`src/rtl/id_pkg.sv`:
```
// Shared decode definitions for the ID stage: opcodes, ALU operation encodings,
// instruction classes and the control bundle carried into ID/EX.
package id_pkg;

    localparam logic [6:0] OP_R      = 7'b0110011;
    localparam logic [6:0] OP_I      = 7'b0010011;
    localparam logic [6:0] OP_LOAD   = 7'b0000011;
    localparam logic [6:0] OP_STORE  = 7'b0100011;
    localparam logic [6:0] OP_BRANCH = 7'b1100011;

    localparam logic [1:0] ALU_OP_MEM    = 2'b00;
    localparam logic [1:0] ALU_OP_BRANCH = 2'b01;
    localparam logic [1:0] ALU_OP_R      = 2'b10;
    localparam logic [1:0] ALU_OP_I      = 2'b11;

    typedef enum logic [2:0] {
        CLS_R,
        CLS_I,
        CLS_LOAD,
        CLS_STORE,
        CLS_BRANCH,
        CLS_ILLEGAL
    } instr_class_e;

    typedef struct packed {
        logic [1:0] alu_op;
        logic       alu_src;
        logic       branch;
        logic       mem_read;
        logic       mem_write;
        logic       mem_to_reg;
        logic       reg_write;
    } ctrl_t;

    localparam ctrl_t CTRL_NOP = '0;

    function automatic instr_class_e classify(input logic [6:0] opcode);
        case (opcode)
            OP_R:      return CLS_R;
            OP_I:      return CLS_I;
            OP_LOAD:   return CLS_LOAD;
            OP_STORE:  return CLS_STORE;
            OP_BRANCH: return CLS_BRANCH;
            default:   return CLS_ILLEGAL;
        endcase
    endfunction

    function automatic ctrl_t ctrl_of(input instr_class_e cls);
        ctrl_t c;
        c = CTRL_NOP;
        case (cls)
            CLS_R:      begin c.alu_op = ALU_OP_R; c.reg_write = 1'b1; end
            CLS_I:      begin c.alu_op = ALU_OP_I; c.alu_src = 1'b1; c.reg_write = 1'b1; end
            CLS_LOAD:   begin
                c.alu_op     = ALU_OP_MEM;
                c.alu_src    = 1'b1;
                c.mem_read   = 1'b1;
                c.mem_to_reg = 1'b1;
                c.reg_write  = 1'b1;
            end
            CLS_STORE:  begin c.alu_op = ALU_OP_MEM; c.alu_src = 1'b1; c.mem_write = 1'b1; end
            CLS_BRANCH: begin c.alu_op = ALU_OP_BRANCH; c.branch = 1'b1; end
            default:    c = CTRL_NOP;
        endcase
        return c;
    endfunction

endpackage

```
`src/rtl/regfile_bypass.sv`:
```
// Two-read, one-write register file with x0 hardwired to zero and write-through,
// so an instruction decoded in the write-back cycle sees the new value.
module regfile_bypass #(
    parameter int XLEN = 8,
    parameter int NREG = 32,
    localparam int RW = $clog2(NREG)
) (
    input  logic            clock,
    input  logic            reset,
    input  logic [RW-1:0]   rd_addr_a,
    output logic [XLEN-1:0] rd_data_a,
    input  logic [RW-1:0]   rd_addr_b,
    output logic [XLEN-1:0] rd_data_b,
    input  logic            wr_en,
    input  logic [RW-1:0]   wr_addr,
    input  logic [XLEN-1:0] wr_data
);

    logic [XLEN-1:0] regs [NREG];

    always_ff @(posedge clock) begin
        if (reset) begin
            for (int i = 0; i < NREG; i++) regs[i] <= '0;
        end else if (wr_en && wr_addr != '0) begin
            regs[wr_addr] <= wr_data;
        end
    end

    always_comb begin
        rd_data_a = regs[rd_addr_a];
        if (rd_addr_a == '0)
            rd_data_a = '0;
        else if (wr_en && wr_addr == rd_addr_a)
            rd_data_a = wr_data;
    end

    always_comb begin
        rd_data_b = regs[rd_addr_b];
        if (rd_addr_b == '0)
            rd_data_b = '0;
        else if (wr_en && wr_addr == rd_addr_b)
            rd_data_b = wr_data;
    end

endmodule

```
`src/rtl/id_stage_hazard.sv`:
```
// Instruction-decode stage: decode, immediate generation, bypassed register read,
// load-use stall detection, flush-to-bubble and saturating stall/flush counters.
module id_stage_hazard
    import id_pkg::*;
#(
    parameter int PC_SIZE = 10,
    parameter int XLEN    = 8,
    parameter int NREG    = 32,
    parameter int CNT_W   = 16,
    localparam int RW     = $clog2(NREG)
) (
    input  logic               clock,
    input  logic               reset,
    input  logic               if_valid,
    input  logic [PC_SIZE-1:0] pc_in,
    input  logic [31:0]        instr_in,
    input  logic               flush,
    input  logic               wb_we,
    input  logic [RW-1:0]      wb_rd,
    input  logic [XLEN-1:0]    wb_data,
    output logic               stall,
    output logic               ex_valid,
    output logic [PC_SIZE-1:0] ex_pc,
    output logic [XLEN-1:0]    ex_rs1_data,
    output logic [XLEN-1:0]    ex_rs2_data,
    output logic [RW-1:0]      ex_rs1,
    output logic [RW-1:0]      ex_rs2,
    output logic [RW-1:0]      ex_rd,
    output logic [11:0]        ex_imm,
    output logic [9:0]         ex_funct,
    output logic [1:0]         ex_alu_op,
    output logic               ex_alu_src,
    output logic               ex_branch,
    output logic               ex_mem_read,
    output logic               ex_mem_write,
    output logic               ex_mem_to_reg,
    output logic               ex_reg_write,
    output logic               ex_illegal,
    output logic [CNT_W-1:0]   stall_cnt,
    output logic [CNT_W-1:0]   flush_cnt
);

    logic [RW-1:0]   rs1, rs2, rd;
    logic [XLEN-1:0] rs1_data, rs2_data;
    instr_class_e    cls;
    ctrl_t           ctrl, ex_ctrl;
    logic [11:0]     imm;
    logic            illegal, use_rs1, use_rs2, load_use, issue;

    assign rs1 = instr_in[15 +: RW];
    assign rs2 = instr_in[20 +: RW];
    assign rd  = instr_in[7 +: RW];

    assign cls     = classify(instr_in[6:0]);
    assign ctrl    = ctrl_of(cls);
    assign illegal = (cls == CLS_ILLEGAL);
    assign use_rs1 = !illegal;
    assign use_rs2 = (cls == CLS_R) || (cls == CLS_STORE) || (cls == CLS_BRANCH);

    always_comb begin
        imm = '0;
        case (cls)
            CLS_I, CLS_LOAD: imm = instr_in[31:20];
            CLS_STORE:       imm = {instr_in[31:25], instr_in[11:7]};
            CLS_BRANCH:      imm = {instr_in[31], instr_in[7], instr_in[30:25], instr_in[11:8]};
            default:         imm = '0;
        endcase
    end

    regfile_bypass #(.XLEN(XLEN), .NREG(NREG)) u_regfile (
        .clock     (clock),
        .reset     (reset),
        .rd_addr_a (rs1),
        .rd_data_a (rs1_data),
        .rd_addr_b (rs2),
        .rd_data_b (rs2_data),
        .wr_en     (wb_we),
        .wr_addr   (wb_rd),
        .wr_data   (wb_data)
    );

    // if_valid qualifies instr_in/pc_in; stall is the back-pressure: while it is 1
    // IF/ID holds and re-presents the same instruction. flush outranks stall.
    assign load_use = ex_valid && ex_ctrl.mem_read && (ex_rd != '0) &&
                      (((ex_rd == rs1) && use_rs1) || ((ex_rd == rs2) && use_rs2));
    assign stall    = if_valid && !flush && load_use;
    assign issue    = if_valid && !flush && !load_use;

    always_ff @(posedge clock) begin
        if (reset) begin
            ex_valid    <= 1'b0;
            ex_ctrl     <= CTRL_NOP;
            ex_illegal  <= 1'b0;
            ex_pc       <= '0;
            ex_rs1_data <= '0;
            ex_rs2_data <= '0;
            ex_rs1      <= '0;
            ex_rs2      <= '0;
            ex_rd       <= '0;
            ex_imm      <= '0;
            ex_funct    <= '0;
            stall_cnt   <= '0;
            flush_cnt   <= '0;
        end else begin
            if (issue) begin
                ex_valid    <= 1'b1;
                ex_ctrl     <= ctrl;
                ex_illegal  <= illegal;
                ex_pc       <= pc_in;
                ex_rs1_data <= rs1_data;
                ex_rs2_data <= rs2_data;
                ex_rs1      <= rs1;
                ex_rs2      <= rs2;
                ex_rd       <= rd;
                ex_imm      <= imm;
                ex_funct    <= {instr_in[31:25], instr_in[14:12]};
            end else begin
                ex_valid    <= 1'b0;
                ex_ctrl     <= CTRL_NOP;
                ex_illegal  <= 1'b0;
                ex_pc       <= '0;
                ex_rs1_data <= '0;
                ex_rs2_data <= '0;
                ex_rs1      <= '0;
                ex_rs2      <= '0;
                ex_rd       <= '0;
                ex_imm      <= '0;
                ex_funct    <= '0;
            end
            if (stall && !(&stall_cnt))
                stall_cnt <= stall_cnt + 1'b1;
            if (flush && if_valid && !(&flush_cnt))
                flush_cnt <= flush_cnt + 1'b1;
        end
    end

    assign ex_alu_op     = ex_ctrl.alu_op;
    assign ex_alu_src    = ex_ctrl.alu_src;
    assign ex_branch     = ex_ctrl.branch;
    assign ex_mem_read   = ex_ctrl.mem_read;
    assign ex_mem_write  = ex_ctrl.mem_write;
    assign ex_mem_to_reg = ex_ctrl.mem_to_reg;
    assign ex_reg_write  = ex_ctrl.reg_write;

endmodule

```
`config.mk`:
```
export PLATFORM = sky130hd
export DESIGN_NAME = id_stage_hazard
export DESIGN_NICKNAME = d
export VERILOG_FILES = /design/src/rtl/id_pkg.sv /design/src/rtl/regfile_bypass.sv /design/src/rtl/id_stage_hazard.sv
export SDC_FILE = /design/constraint.sdc
export NUM_CORES = 1
export LEC_CHECK = 0
export ABC_AREA = 1
export CAP_MARGIN = 20
export CORE_MARGIN = 5
export CORE_UTILIZATION = 43
export CTS_CLUSTER_SIZE = 20
export DETAILED_ROUTE_END_ITERATION = 6
export PLACE_DENSITY = 0.59
export SYNTH_ARGS = -nofsm -noshare
export SYNTH_HDL_FRONTEND = slang
export SYNTH_SLANG_ARGS = --single-unit
export TNS_END_PERCENT = 5
```
`constraint.sdc`:
```
create_clock -name clock -period 2.7 [get_ports clock]
set_input_delay 0.27 -clock clock [delete_from_list [all_inputs] [get_ports clock]]
set_output_delay 0.27 -clock clock [all_outputs]
set_load 0.05 [all_outputs]
```
==> flow_summary.yaml <==
cts:
  clkTransAtPathRegs_ns: 0.06
  cts_sinks: 360
  clk_path_buf_depth: 3
  cts_root_buf: "clkbuf_16"
  clock_latency_ns: 0.58
  numCtsBuffers: 43
  postCtsSetupBuffers: 0
  h-tree-depth: 2
  tritoncts: "done"
  post_cts_resized: 0
  cts_hold_buf: 0
worst_setup_path:
  crit_path_max_fanout: 5
  critical_path_class: "reg2out"
  cpPeakStageDelay_ns: 0.47
  critPathLaunchType: "flop"
  reg2reg_depth: 8
  ff2ff_setup_slack_ns: 0.60
  path_cells: "nand2_1 -> nand2_1 -> nand2_1 -> nor2_1 -> nand3_2 -> nand2_2 -> nand2_2 -> nor2_1 -> buf_12"
  rr_startpoint: "stall_cnt[0]"
  crit_start: "ex_rd[4]"
  rr_endpoint: "stall_cnt[10]"
  path_common_cell: "nand2_1"
  worstPathArrival_ns: 2.28
  required_ns: 2.43
  critPathSlowestCell: "dfxtp_1"
  cp-end-kind: "output pin"
final_layout:
  nFillCells: 4046
  regMostFlops: "u_regfile.regs"
  reg_top3: "u_regfile.regs x256, flush_cnt x16, stall_cnt x16"
  drive_above_1_share_pct: 8.87
  area_delta_synth_final_pct: 20.1
  utilization_pct: 52.3
  finalInstanceArea_um2: 22500
  insertedDiodeCount: 0
  nNetsFinal: 2535
  largest_reg_flops: 256
timing:
  fmax_mhz: 392
  final_hold_viol_count: 0
  setup_tns_ns: 0
  rsz0062_at_grt: "false"
  finalClockSkew_ns: 0.0269
  worst_slew_pin_slew_ns: 0.787
  finalCriticalPeriod_ns: 2.55
  period_share_pct: 94.4
  slew_viol_final: 0
  worst_slack_ns: 0.151
  setup-violations-final: 0
  relSlewSlack_pct: 47.5
grt:
  grt_usage_pct: 27.4
  grt_max_degree: 97
  grt_overflow_total: 0
  antenna_found_initial: 0
  grt_pass1_wl_um: 100000
  grt_pass1_vias: 16100
power_and_ir_drop:
  vdd_ir_drop_max_v: 0.000425
  p_leak_nw: 8.96
  p_comb_share_pct: 12.2
  seq_power_share_pct: 46.2
  internal-power_mw: 10.0
  sw_frac_of_total_pct: 26.6
  power.density_nw_per_um2: 605
  clock_power_share_pct: 41.6
  p_sw_mw: 3.62
yosys:
  synth_area_per_cell_um2: 8.06
  synth_top_area_share_pct: 41.0
  synthFlopType: "edfxtp_1"
  synthDistinctLibCells: 42
  synth.most_common_cell: "nand2_1"
  synth.ff_latch_count: 360
  synth_area_um2: 18800
  yosys.area.top_type: "edfxtp_1"
  synth_edf_count: 256
  synth_commonest_cells: "nand2_1, nor2_1, nand3_1, edfxtp_1, inv_1"
  async_flop_share_pct: 0
  synth_cells: 2327
  yosys-top-cells-area: "edfxtp_1, dfxtp_1, nand2_1"
  synth_warnings: 0
  seq_area_frac_synth_pct: 52.1
place:
  dp.final_hpwl_um: 45200
  placed_area_um2: 21200
  place_ws_ns: 0.221
  port_buffers: 165
  gp_congestion: 0.959
min_path:
  hp-start: "instr_in[20]"
  worstHoldEndpoint: "ex_rs2[0]"
  min_path_cells: 3
  hold_class: "in2reg"
routing:
  drt_first_pass_iters: 5
  drt.antenna.violating_nets: 0
  drc_errors: 0
  vias: 17200
  drt_wl_total_um: 67300
  first_iter_violations: 2641
  wl_per_cell_um: 21.8
  routed_via_density: 5.58
status:
  status: "completed"
die:
  start_util_pct: 43.5
  die_w_um: 219
  die-area_um2: 47900
  rows: 76
  fp.coreArea_um2: 43100
  die_h_um: 219
  ios: 166
run:
  drv_cap: 0
==> layout by cell type (no fill, tap or decap), types with 14 or more instances in the layout <==
| master | synthesis | routed |
|---|---|---|
| buf_12 | 0 | 14 |
| a21oi_1 | 84 | 84 |
| nand2_1 | 530 | 530 |
| nand2_2 | 32 | 32 |
| buf_4 | 22 | 69 |
| nand3_1 | 261 | 261 |
| clkbuf_16 | 0 | 46 |
| inv_2 | 15 | 14 |
| inv_1 | 144 | 144 |
| o211ai_1 | 85 | 85 |
| nor3_1 | 24 | 24 |
| nand4_1 | 24 | 24 |
| dfxtp_1 | 104 | 104 |
| clkdlybuf4s50_1 | 0 | 160 |
| o21ai_0 | 111 | 111 |
| xor2_1 | 17 | 17 |
| nor2_1 | 426 | 426 |
| edfxtp_1 | 256 | 256 |
==> layer usage <==
layer | routed length (µm) | share of wire [%] | vias up | GRT usage, %
met5 | 0 | 0 | - | 0
met4 | 2420 | 3.6 | 0 | 9.29
met3 | 6080 | 9.0 | 152 | 4.59
met2 | 31200 | 46 | 896 | 43.5
met1 | 27600 | 41 | 8161 | 38.4
li1 | - | - | 8039 | -
==> worst max path at each step <==
stage	endpoint	slack (ns)	cells past startpoint
after floorplan	stall	0.51	8
final	stall	0.15	9
after global routing	stall	0.05	9
after CTS	stall	0.13	9
after global placement	u_regfile.regs[15][4]	0.28	9
after detailed placement	u_regfile.regs[26][2]	0.22	9
==> critical path: cells and delay by family, from the launching register on <==
family,cells,cell delay (ns)
and+or+nand+nor,8,1.05
DFF,1,0.47
buffers and inverters,1,0.19
==> power groups by stage <==
stage	clock network, mW	registers (mW)	logic [mW]
after floorplan	0	6.44	0.907
after global placement	0	6.40	1.62
after detailed placement	0	6.40	1.63
after CTS	5.76	6.29	1.64
after global routing	6.00	6.32	1.78
final	5.67	6.30	1.67
==> through the flow <==
step	std cells	hold WS [ns]	total power, mW
4_1_cts	3089	0.0379	13.7
2_1_floorplan	2334	0.349	7.35
6_report	3089	0.0646	13.6
5_1_grt	3089	0.0789	14.1
3_5_place_dp	3013	0.492	8.03
3_3_place_gp	3013	0.483	8.02
==> cells by family (layout without fill, tap and decap cells) <==
| logic type | Yosys count | after routing | share of synthesized area, % |
|---|---|---|---|
| other | 1 | 8 | 0.0200 |
| DFF | 360 | 360 | 52.1 |
| and+or+nand+nor | 1324 | 1324 | 29.8 |
| buffers and inverters | 313 | 483 | 7.37 |
| xor gates and xnor gates | 26 | 26 | 1.21 |
| AOI/OAI and AO/OA | 301 | 301 | 9.38 |
| adders and majority gates | 2 | 2 | 0.133 |
==> layout make-up <==
type | count | area, µm² | area share, %
Clock inverter | 12 | 90.1 | 0.400
Multi-Input combinational cell | 1661 | 7630 | 33.9
Sequential cell | 360 | 9770 | 43.4
Inverter | 162 | 617 | 2.74
Tap cell | 585 | 732 | 3.25
Clock buffer | 64 | 1280 | 5.68
Timing Repair Buffer | 245 | 2410 | 10.7
Power figures use the tool's default switching activity.
